## src/rtl/output_gain_stage.sv

```systemverilog
// Master gain stage between the EQ and the I2S transmitter: ramped gain with mute,
// saturating scale, DAC word formatting and a clip indicator with hold time.
module output_gain_stage #(
  parameter int RAMP_STEP = 64,
  parameter int CLIP_HOLD = 4800
) (
  input  logic        clk,
  input  logic        reset,
  input  logic        l_r_clk,
  input  logic [15:0] audio_in,
  input  logic [15:0] gain_target,
  input  logic        mute,
  output logic [31:0] dac_data,
  output logic        sample_valid,
  output logic        clip,
  output logic [15:0] gain_cur
);

  localparam int CW = $clog2(CLIP_HOLD + 1);
  localparam logic [16:0] STEP17 = 17'(RAMP_STEP);

  logic        ws_q;
  logic        tick;

  logic [15:0] gain_reg;
  logic [15:0] gain_next;
  logic [15:0] tgt;
  logic [16:0] up_sum;
  logic [16:0] dn_floor;

  logic               s0_valid_reg;
  logic signed [15:0] s0_audio_reg;
  logic [15:0]        s0_gain_reg;

  logic signed [32:0] prod;
  logic signed [32:0] shifted;
  logic [15:0]        sat_sample;
  logic               sat_flag;

  logic        s1_valid_reg;
  logic [15:0] s1_sample_reg;
  logic        s1_sat_reg;

  logic [31:0]   dac_reg;
  logic          sample_valid_reg;
  logic [CW-1:0] clip_cnt_reg;

  // ws_q resets high so a word select already high at reset release is not an edge
  assign tick = l_r_clk & ~ws_q;

  // 17-bit arithmetic keeps the ramp from wrapping past 0xFFFF or below 0
  always_comb begin
    tgt       = mute ? 16'h0000 : gain_target;
    up_sum    = {1'b0, gain_reg} + STEP17;
    dn_floor  = {1'b0, tgt} + STEP17;
    gain_next = gain_reg;
    if (gain_reg < tgt) begin
      if (up_sum >= {1'b0, tgt}) gain_next = tgt;
      else                       gain_next = up_sum[15:0];
    end else if (gain_reg > tgt) begin
      if ({1'b0, gain_reg} <= dn_floor) gain_next = tgt;
      else                              gain_next = gain_reg - STEP17[15:0];
    end
  end

  // Signed audio times unsigned Q2.14 gain; >>> floors toward minus infinity
  always_comb begin
    prod       = 33'(s0_audio_reg) * 33'($signed({1'b0, s0_gain_reg}));
    shifted    = prod >>> 14;
    sat_sample = shifted[15:0];
    sat_flag   = 1'b0;
    if (shifted > 33'sd32767) begin
      sat_sample = 16'h7FFF;
      sat_flag   = 1'b1;
    end else if (shifted < -33'sd32768) begin
      sat_sample = 16'h8000;
      sat_flag   = 1'b1;
    end
  end

  always_ff @(posedge clk) begin
    if (reset) begin
      ws_q             <= 1'b1;
      gain_reg         <= '0;
      s0_valid_reg     <= 1'b0;
      s0_audio_reg     <= '0;
      s0_gain_reg      <= '0;
      s1_valid_reg     <= 1'b0;
      s1_sample_reg    <= '0;
      s1_sat_reg       <= 1'b0;
      dac_reg          <= '0;
      sample_valid_reg <= 1'b0;
      clip_cnt_reg     <= '0;
    end else begin
      ws_q         <= l_r_clk;
      s0_valid_reg <= tick;
      if (tick) begin
        // the sample uses the gain in effect before this tick's ramp step
        s0_audio_reg <= audio_in;
        s0_gain_reg  <= gain_reg;
        gain_reg     <= gain_next;
      end

      s1_valid_reg <= s0_valid_reg;
      if (s0_valid_reg) begin
        s1_sample_reg <= sat_sample;
        s1_sat_reg    <= sat_flag;
      end

      sample_valid_reg <= s1_valid_reg;
      if (s1_valid_reg) dac_reg <= {8'h00, s1_sample_reg, 8'h00};

      // a fresh saturation reload takes priority over the per-tick countdown
      if (s1_valid_reg && s1_sat_reg)      clip_cnt_reg <= CW'(CLIP_HOLD);
      else if (tick && clip_cnt_reg != '0) clip_cnt_reg <= clip_cnt_reg - CW'(1);
    end
  end

  assign dac_data     = dac_reg;
  assign sample_valid = sample_valid_reg;
  assign clip         = (clip_cnt_reg != '0);
  assign gain_cur     = gain_reg;

endmodule

```

## config.mk

```make
export PLATFORM = sky130hd
export DESIGN_NAME = output_gain_stage
export DESIGN_NICKNAME = d
export VERILOG_FILES = /design/src/rtl/output_gain_stage.sv
export SDC_FILE = /design/constraint.sdc
export NUM_CORES = 1
export LEC_CHECK = 0
export ABC_AREA = 1
export BUFFER_PORTS_ARGS = -buffer_cell sky130_fd_sc_hd__buf_2
export CELL_PAD_IN_SITES_DETAIL_PLACEMENT = 0
export CELL_PAD_IN_SITES_GLOBAL_PLACEMENT = 1
export CORE_MARGIN = 2
export CORE_UTILIZATION = 42
export CTS_CLUSTER_SIZE = 20
export DETAILED_ROUTE_END_ITERATION = 6
export PLACE_DENSITY_LB_ADDON = 0.12
export SLEW_MARGIN = 20
export SYNTH_ARGS = -nofsm -noshare
export SYNTH_HDL_FRONTEND = slang
export SYNTH_SLANG_ARGS = --single-unit
```

## constraint.sdc

```tcl
create_clock -name clk -period 5.3 [get_ports clk]
set_input_delay 0.53 -clock clk [delete_from_list [all_inputs] [get_ports clk]]
set_output_delay 0.53 -clock clk [all_outputs]
set_load 0.1 [all_outputs]
```

# == Yosys cells after proc, flatten, opt, wreduce, memory -nomap -nowiden ==
# Cells that the tools add are included.
# totals
word_cells,43
input_bits,36
reg_bits,98
out_inout_bits,50
# op_classes
muxes,11
reduce_logical,7
mul,1
n_bitwise,2
add_sub_neg,4
magnitude_cmp,6
# ops
op,n
$mux 16,7
$add 16x7->17 const B,2
$mul 16x17->33,1
$mux 13,2
$gt 19x16->1 const B,1
$lt 19x16->1 const B,1
$ge 17x16->1,1
$le 16x17->1,1
$gt 16x16->1,1
$lt 16x16->1,1
$sub 16x7->16 const B,1
$reduce_bool 13->1,1
$sub 13x1->13 const B,1
$reduce_bool 2->1,2
$logic_and 1x1->1,2
$mux 1,2
$reduce_and 2->1,1
$reduce_or 2->1,1
$and 1x1->1,1
$not 1->1,1

# == Logic depth before layout (Yosys ltp) ==
# Gate-level depths: netlist of the first run.
# depth
word_depth,6
mapped_depth,32

# == Worst setup path before layout of the first run ==
# Ideal clock, no wire load.
# synth_timing
kind,register to register
start,register s0_audio_reg[9]
end,register s1_sample_reg[10]
path_slack_ns,-0.617
period_less_slack_ns,5.917
path_stages_with_launch,31
arrival_time_ns,5.795
required_time_ns,5.178
setup_time_ns,0.122
path_cell_list,dfxtp_1 clkbuf_1 clkbuf_1 nand2_1 fa_1 inv_1 fa_1 inv_1 fa_1 inv_1 fa_1 fa_1 inv_1 fa_1 inv_1 ha_1 nand2_1 nand2_1 nand2_1 nand2_1 nand2_1 nand2_1 a21oi_1 nand2_1 nand2_1 nand2_1 nor2_1 nand2_2 a21oi_4 buf_6 a21oi_2
# synth_via
elab_chain_cells,4
word_cells_on_any_way,5
# synth_rtl
element,line,source
"start, declared",32,logic signed [15:0] s0_audio_reg;
"start signal, assigned",99,s0_audio_reg <= audio_in;
$mul 16x17->33 (*),68,"prod = 33'(s0_audio_reg) * 33'($signed({1'b0, s0_gain_reg}));"
$lt 19x16->1,75,end else if (shifted < -33'sd32768) begin
$mux 16,75,
$mux 16 (*),72,if (shifted > 33'sd32767) begin
"end signal, assigned",106,s1_sample_reg <= sat_sample;
"end, declared",41,logic [15:0] s1_sample_reg;
# Mark *: on every way between the ends. The rest lies on a longest branch, timed or not.
# A chain may end at the register's enable or synchronous reset.

# == Worst setup path in the final report of the first run ==
# layout_timing
start,register s0_gain_reg[7]
end,register s1_sample_reg[2]
# layout_via
elab_chain_cells,4
word_cells_on_any_way,5
# layout_rtl
element,line,source
"start, declared",33,logic [15:0] s0_gain_reg;
"start signal, assigned",100,s0_gain_reg <= gain_reg;
$mul 16x17->33 (*),68,
$lt 19x16->1,75,
$mux 16,75,
$mux 16 (*),72,
# Marks and branches as above.

==> results by group, run 1 <==
Setup path
  • Count of cell instances traversed by the critical path: 27
  • Worst path top cell family by delay: adder cells
  • Cell occurring most often along the worst timing path: sky130_fd_sc_hd__fa_1
  • Worst EP arrival: around 6000 ps
  • Worst Path Required: ~5600 ps
  • Crit path buf inv count: 8
  • Crit path max-delay cell type: sky130_fd_sc_hd__fa_2
  • R2r worst-path depth: 27
  • CP Capture Type: flip-flop
  • Critical setup path kind: reg2reg
  • Largest stage delay on the critical path: around 550 ps
  • Startpoint type of the worst setup path: flip-flop
  • Biggest fanout along the worst timing path: 11

STA
  • Fin Hold WS: 372.0 ps
  • Max-slew violation count: 0
  • Total count of hold-check failures in the final report: 0
  • Crit path time final: 5704 ps
  • Final period util: 1.076
  • Final Skew: just over 20 ps
  • Min setup slack post-route: -404.2 ps
  • Slew at the pin with the worst max-slew slack: between 800 and 900 ps
  • RSZ-0062 raised after global routing: true
  • Worst slew margin relative to its limit: 0.4467
  • Setup Viol. Count Final: 17
  • Maximum achievable frequency: ~0.18 GHz

Placed design
  • Number of buffer cells added on primary ports: 69
  • Worst slack at placement: -668.3 ps
  • Gpl congestion: roughly 0.89
  • HPWL Detailed: 35.36 mm

CTS
  • Hold_buf cts: 0
  • Maximum count of clock buffers along a single path: 2
  • Root cell of the clock tree: sky130_fd_sc_hd__clkbuf_16
  • Skew-Pair Late Insertion Delay: just under 400 ps
  • H-tree level count: 3
  • Cts bufs inserted: 9
  • Clock sink count: 98
  • TritonCTS clock tree: done
  • CTS clk-pin slew, worst paths: 80 ps

Outcome
  • Violations in the final reports: setup timing
  • Result of the run: complete, but fails checks

Synth
  • Number of enable flip-flop cells after synthesis: 0
  • Post-synth top area share: 0.2568
  • Synthesized instance count: roughly 2,100
  • Mean cell area of the mapped netlist: approximately 7 sq um
  • Synthesis Warnings: 0
  • Most frequent cell after synthesis: sky130_fd_sc_hd__nand2_1
  • Cell types with the highest counts after synthesis: sky130_fd_sc_hd__nand2_1, sky130_fd_sc_hd__inv_1, sky130_fd_sc_hd__fa_1
  • Proportion of register bits with asynchronous set or reset after synthesis: 0
  • Leading cell types by total area after synthesis: sky130_fd_sc_hd__fa_1, sky130_fd_sc_hd__ha_1, sky130_fd_sc_hd__dfxtp_1
  • Top_reg_cell synth: sky130_fd_sc_hd__dfxtp_1
  • Number of distinct library cell variants in the gate-level netlist after synthesis: 50
  • Netlist area before placement: around 0.015 sq mm
  • Seq/Total Area, Yosys: 0.1304
  • Largest area contributor in the synthesized netlist: sky130_fd_sc_hd__fa_1
  • Seq cells post-synth: a little under 100

Global routing
  • Antenna violations before repair: 0
  • All-layer global routing usage: 0.2383
  • Global-route wire length before repair: about 72 mm
  • Global route total overflow: 0
  • Via count of the first global-routing pass: between 10,000 and 15,000
  • Maximum number of pins on one net before global-route repair: 50

Final layout
  • Layout cells sized above 1: 0.1933
  • Ant diodes: 0
  • Nets@finish: 2,665
  • Area overhead of the layout relative to synthesis: 18.68%

Route
  • Vias per cell: around 4.9
  • Initial DRT Pass Iterations: 7
  • DRC viols: 0
  • Routed vias: 13,319
  • Wire per inst: 15.60 um
  • Final WL: between 40 and 50 mm
  • 1st-iter DRT viols: about 640
  • Number of routed nets with antenna violations: 0

Floorplanning
  • Overall die area: between 0.03 and 0.04 sq mm
  • Floorplan die width: 193.3 um
  • Top-level port count: 86
  • Vertical extent of the die: roughly 190 um
  • Floorplan Core Area: approximately 0.035 sq mm
  • Num rows: 69
  • Initial Utilization: 0.4251

Flow run
  • Max-cap viol count: 0

Power
  • Leakage: 10.31 nW
  • Total power divided by cell area: approximately 170 mW/mm^2
  • Worst IR drop on VDD: ~910 uV
  • Final total power: roughly 0.0030 W

Min path
  • Number of stages on the worst hold path: 3
  • Hold/Removal Path Class: in2reg
-- per-stage QoR --
stage / instances / area (sq um) / util / setup TNS (ps)
finish: 2743 / 17860 / 0.5046 / -6508
global route: 2743 / 17860 / 0.5046 / -10160
floorplan: 2126 / 15760 / - / -1476
CTS: 2736 / 17690 / 0.4997 / -6114
detailed placement: 2710 / 17120 / 0.4835 / -10900
global placement: 2710 / 17120 / 0.4835 / -10330
-- worst reg2reg max path, delay by kind of cell (launching register included) --
kind | cells | cell delay (ps)
and+or+nand+nor | 10 | 890
adders and majority gates | 7 | 3380
buffers and inverters | 8 | 740
AOI/OAI and AO/OA | 2 | 260
DFF | 1 | 330
-- kinds of logic (layout without fill, tap and decap cells) --
| logic type | after synthesis | count (layout) | share of synthesized area |
|---|---|---|---|
| compound gates | 218 | 218 | 0.08007 |
| xor+xnor | 41 | 41 | 0.02386 |
| fa+ha+maj | 352 | 352 | 0.3890 |
| buf+inv | 600 | 755 | 0.1562 |
| flops | 98 | 98 | 0.1304 |
| other cells | 1 | 16 | 0.0002492 |
| simple gates | 801 | 802 | 0.2203 |
-- per-layer routing --
metal | track usage | vias up | wire [um]
li1 | - | 6607 | -
met1 | 0.3427 | 6431 | 20840
met2 | 0.3861 | 240 | 19750
met3 | 0.02441 | 41 | 1416
met4 | 0.05626 | 0 | 783
met5 | 0 | - | 0
-- timing repair --
item	in CTS	in global routing
gates cloned	2	1
endpoints found under the setup margin	17	17
resized for setup	63	43
pin swaps	25	36
setup buffers	8	8
-- final cells by class --
| class | count | area [sq um] |
|---|---|---|
| Multi-Input combinational cell | 1429 | 11250 |
| Sequential cell | 98 | 2027 |
| Fill cell | 3705 | 17540 |
| Timing Repair Buffer | 244 | 1842 |
| Tap cell | 461 | 576.8 |
| Inverter | 495 | 1863 |
| Clock buffer | 9 | 225.2 |
| Clock inverter | 7 | 76.32 |
-- cell usage in the layout (no fill, tap or decap), drive strengths merged, types with 2 or more instances in the layout --
| cell type | instances |
|---|---|
| buf | 243 |
| nand3b | 2 |
| o21a | 2 |
| ha | 159 |
| a31oi | 4 |
| clkinv | 3 |
| nand3 | 54 |
| nand4 | 15 |
| nor2 | 180 |
| nor4 | 4 |
| fa | 193 |
| xor2 | 32 |
| o21ai | 91 |
| nor3b | 3 |
| or2 | 7 |
| o21bai | 6 |
| conb | 16 |
| a21o | 2 |
| and3 | 2 |
| nand2 | 505 |
| a21oi | 106 |
| o211ai | 2 |
| xnor2 | 9 |
| inv | 499 |
| clkbuf | 10 |
| dfxtp | 98 |
| nor3 | 29 |
-- where the power goes --
| part | internal [W] | leakage, nW | switching, W |
|---|---|---|---|
| clock network | 0.000338 | 0.149 | 0.000376 |
| registers | 0.000799 | 0.813 | 0.0000853 |
| logic | 0.000443 | 9.35 | 0.000959 |
-- worst paths after layout --
check / slack, ps / endpoint / startpoint
max: -400 / s1_sample_reg[2] / s0_gain_reg[7]
min: 370 / s0_audio_reg[3] / audio_in[3]
max reg2reg: -400 / s1_sample_reg[2] / s0_gain_reg[7]
min reg2reg: 470 / clip_cnt_reg[0] / clip_cnt_reg[0]
(Power assumes the default switching activity.)
==> run 2, diff against run 1 <==
--- a/config.mk
+++ b/config.mk
@@ -13,7 +13,7 @@
 export CORE_UTILIZATION = 42
 export CTS_CLUSTER_SIZE = 20
 export DETAILED_ROUTE_END_ITERATION = 6
-export PLACE_DENSITY_LB_ADDON = 0.12
+export PLACE_DENSITY_LB_ADDON = 0.1
 export SLEW_MARGIN = 20
 export SYNTH_ARGS = -nofsm -noshare
 export SYNTH_HDL_FRONTEND = slang
==> run 2 against run 1 <==
The flow still finishes with violations (setup timing). First-iteration DRC count decreased by 10%. Via count decreased by 0.34%. Die area unchanged. Largest cell class unchanged.
==> results by group, run 2 (synthesized netlist as in run 1, its figures left out) <==
Outcome
  • Result of the run: complete, but fails checks
  • Violations in the final reports: setup timing

Power
  • Final total power: about 0.0030 W
  • Worst IR drop on VDD: 949.1 uV
  • Leakage: approximately 10 nW
  • Total power divided by cell area: roughly 170 mW/mm^2

Final layout
  • Highest-count cells in the layout ignoring fill and taps: sky130_fd_sc_hd__inv_1, sky130_fd_sc_hd__nand2_1, sky130_fd_sc_hd__fa_1, sky130_fd_sc_hd__buf_4, sky130_fd_sc_hd__nor2_1
  • Layout cells sized above 1: 0.2064
  • Leading cell type in the layout, fill and taps excluded: sky130_fd_sc_hd__inv_1
  • Ant diodes: 0
  • Final non-filler cell total: between 2,000 and 3,000
  • Area overhead of the layout relative to synthesis: 20.02%
  • Post-route cell area: 0.01806 sq mm
  • Nets@finish: 2,680

STA
  • RSZ-0062 raised after global routing: true
  • Maximum achievable frequency: 0.1751 GHz
  • Slew at the pin with the worst max-slew slack: approximately 640 ps
  • Setup Viol. Count Final: 17
  • Worst slew margin relative to its limit: 0.5708
  • Final Skew: approximately 40 ps
  • Crit path time final: 5711 ps
  • Max-slew violation count: 0
  • Final period util: 1.078
  • Total count of hold-check failures in the final report: 0
  • Setup total negative slack: -6494 ps
  • Fin Hold WS: 344.3 ps
  • Min setup slack post-route: -411.0 ps

Route
  • Number of routed nets with antenna violations: 0
  • Initial DRT Pass Iterations: 5
  • 1st-iter DRT viols: roughly 570
  • Vias per cell: a little under 5
  • Final WL: about 43 mm
  • DRC viols: 0
  • Routed vias: 13,274
  • Wire per inst: between 15 and 20 um

CTS
  • CTS clk-pin slew, worst paths: approximately 110 ps
  • Hold_buf cts: 0
  • Maximum count of clock buffers along a single path: 2
  • TritonCTS clock tree: done
  • Cts bufs inserted: 9
  • Skew-Pair Late Insertion Delay: between 400 and 500 ps
  • H-tree level count: 3
  • Clock sink count: slightly below 100
  • Root cell of the clock tree: sky130_fd_sc_hd__clkbuf_16

Placed design
  • Gpl congestion: approximately 0.89
  • HPWL Detailed: approximately 35 mm
  • Cell Area, Placed: 0.01727 sq mm
  • Total instance count after detailed placement: around 2,700
  • Number of buffer cells added on primary ports: 69

Setup path
  • Critical setup path kind: reg2reg
  • Worst Path Required: around 5600 ps
  • Biggest fanout along the worst timing path: 7
  • Worst EP arrival: about 6000 ps
  • CP Capture Type: flip-flop
  • Startpoint type of the worst setup path: flip-flop

Floorplanning
  • Vertical extent of the die: slightly below 200 um
  • Floorplan die width: between 150 and 200 um
  • Floorplan Core Area: 0.03540 sq mm
  • Num rows: roughly 70
  • Top-level port count: 86
  • Overall die area: around 0.037 sq mm
  • Initial Utilization: 0.4251

Global routing
  • All-layer global routing usage: 0.2418
  • Maximum number of pins on one net before global-route repair: 50
  • Global-route wire length before repair: 72.39 mm
  • Via count of the first global-routing pass: roughly 14,000
  • Global route total overflow: 0
  • Antenna violations before repair: 0

Min path
  • Hold/Removal Path Class: in2reg

Flow run
  • Max-cap viol count: 0
==> run 2: cell types whose count changed in the layout (fill, tap and decap cells not counted), sizes merged <==
cell	before	now
buf	243	258
clkinv	3	6
inv	499	496
==> run 2: repair_timing <==
| action | in CTS | in global routing |
|---|---|---|
| endpoints found under the setup margin | 17 | 17 |
| buffers inserted | 10 | 5 |
| pin swaps | 26 | 54 |
| gates resized for setup | 62 | 63 |
| cloned | 2 | 0 |
==> run 2: cell type report <==
cell class | instances | area [sq um]
Fill cell | 3618 | 17340
Multi-Input combinational cell | 1429 | 11300
Sequential cell | 98 | 2023
Timing Repair Buffer | 259 | 1996
Inverter | 495 | 1861
Tap cell | 461 | 576.8
Clock buffer | 9 | 225.2
Clock inverter | 7 | 81.33
==> run 2: through the flow <==
step / setup slack [ps] / util
after floorplan: -144.8 / -
after global placement: -602.6 / 0.4880
after detailed placement: -633.6 / 0.4880
after CTS: -453.0 / 0.5033
after global routing: -701.4 / 0.5103
final: -411.0 / 0.5103
==> run 2: metal layers <==
metal	wire [um]	vias to the layer above	track usage
met5	0	-	0
met4	839	0	0.05711
met3	1484	50	0.02789
met2	20070	216	0.4041
met1	20620	6368	0.3353
li1	-	6640	-
==> run 2: worst paths after layout <==
| kind | startpoint | endpoint | slack [ps] | cells after the start |
|---|---|---|---|---|
| hold / removal | audio_in[12] | s0_audio_reg[12] | 340 | 3 |
| hold reg to reg | s1_sample_reg[15] | s1_sample_reg[15] | 480 | 2 |
| setup reg to reg | s0_audio_reg[6] | s1_sample_reg[14] | -410 | 27 |
| setup / recovery | s0_audio_reg[6] | s1_sample_reg[14] | -410 | 27 |
==> run 2: where the power goes <==
group | internal [W] | switching (W)
Combinational | 0.000452 | 0.000961
Sequential | 0.000799 | 0.0000824
Clock | 0.000337 | 0.000386
==> run 2: critical path: stages, from the launching register on <==
cell and delay, ps:
sky130_fd_sc_hd__dfxtp_4 380, sky130_fd_sc_hd__buf_12 140, sky130_fd_sc_hd__nand2_4 60, sky130_fd_sc_hd__inv_2 40, sky130_fd_sc_hd__fa_1 550, sky130_fd_sc_hd__inv_2 40, sky130_fd_sc_hd__fa_1 570, sky130_fd_sc_hd__fa_1 440
sky130_fd_sc_hd__inv_2 70, sky130_fd_sc_hd__fa_2 450, sky130_fd_sc_hd__fa_1 550, sky130_fd_sc_hd__inv_2 50, sky130_fd_sc_hd__fa_1 520, sky130_fd_sc_hd__inv_2 50, sky130_fd_sc_hd__ha_4 300, sky130_fd_sc_hd__nand2_2 70
sky130_fd_sc_hd__buf_4 150, sky130_fd_sc_hd__nor2_4 100, sky130_fd_sc_hd__nand2_1 70, sky130_fd_sc_hd__nor2_2 130, sky130_fd_sc_hd__nand2_2 80, sky130_fd_sc_hd__nand3_2 70, sky130_fd_sc_hd__nand2_1 60, sky130_fd_sc_hd__nor2_2 120
sky130_fd_sc_hd__nand2_2 100, sky130_fd_sc_hd__a21oi_4 220, sky130_fd_sc_hd__clkbuf_16 190, sky130_fd_sc_hd__a21oi_2 50
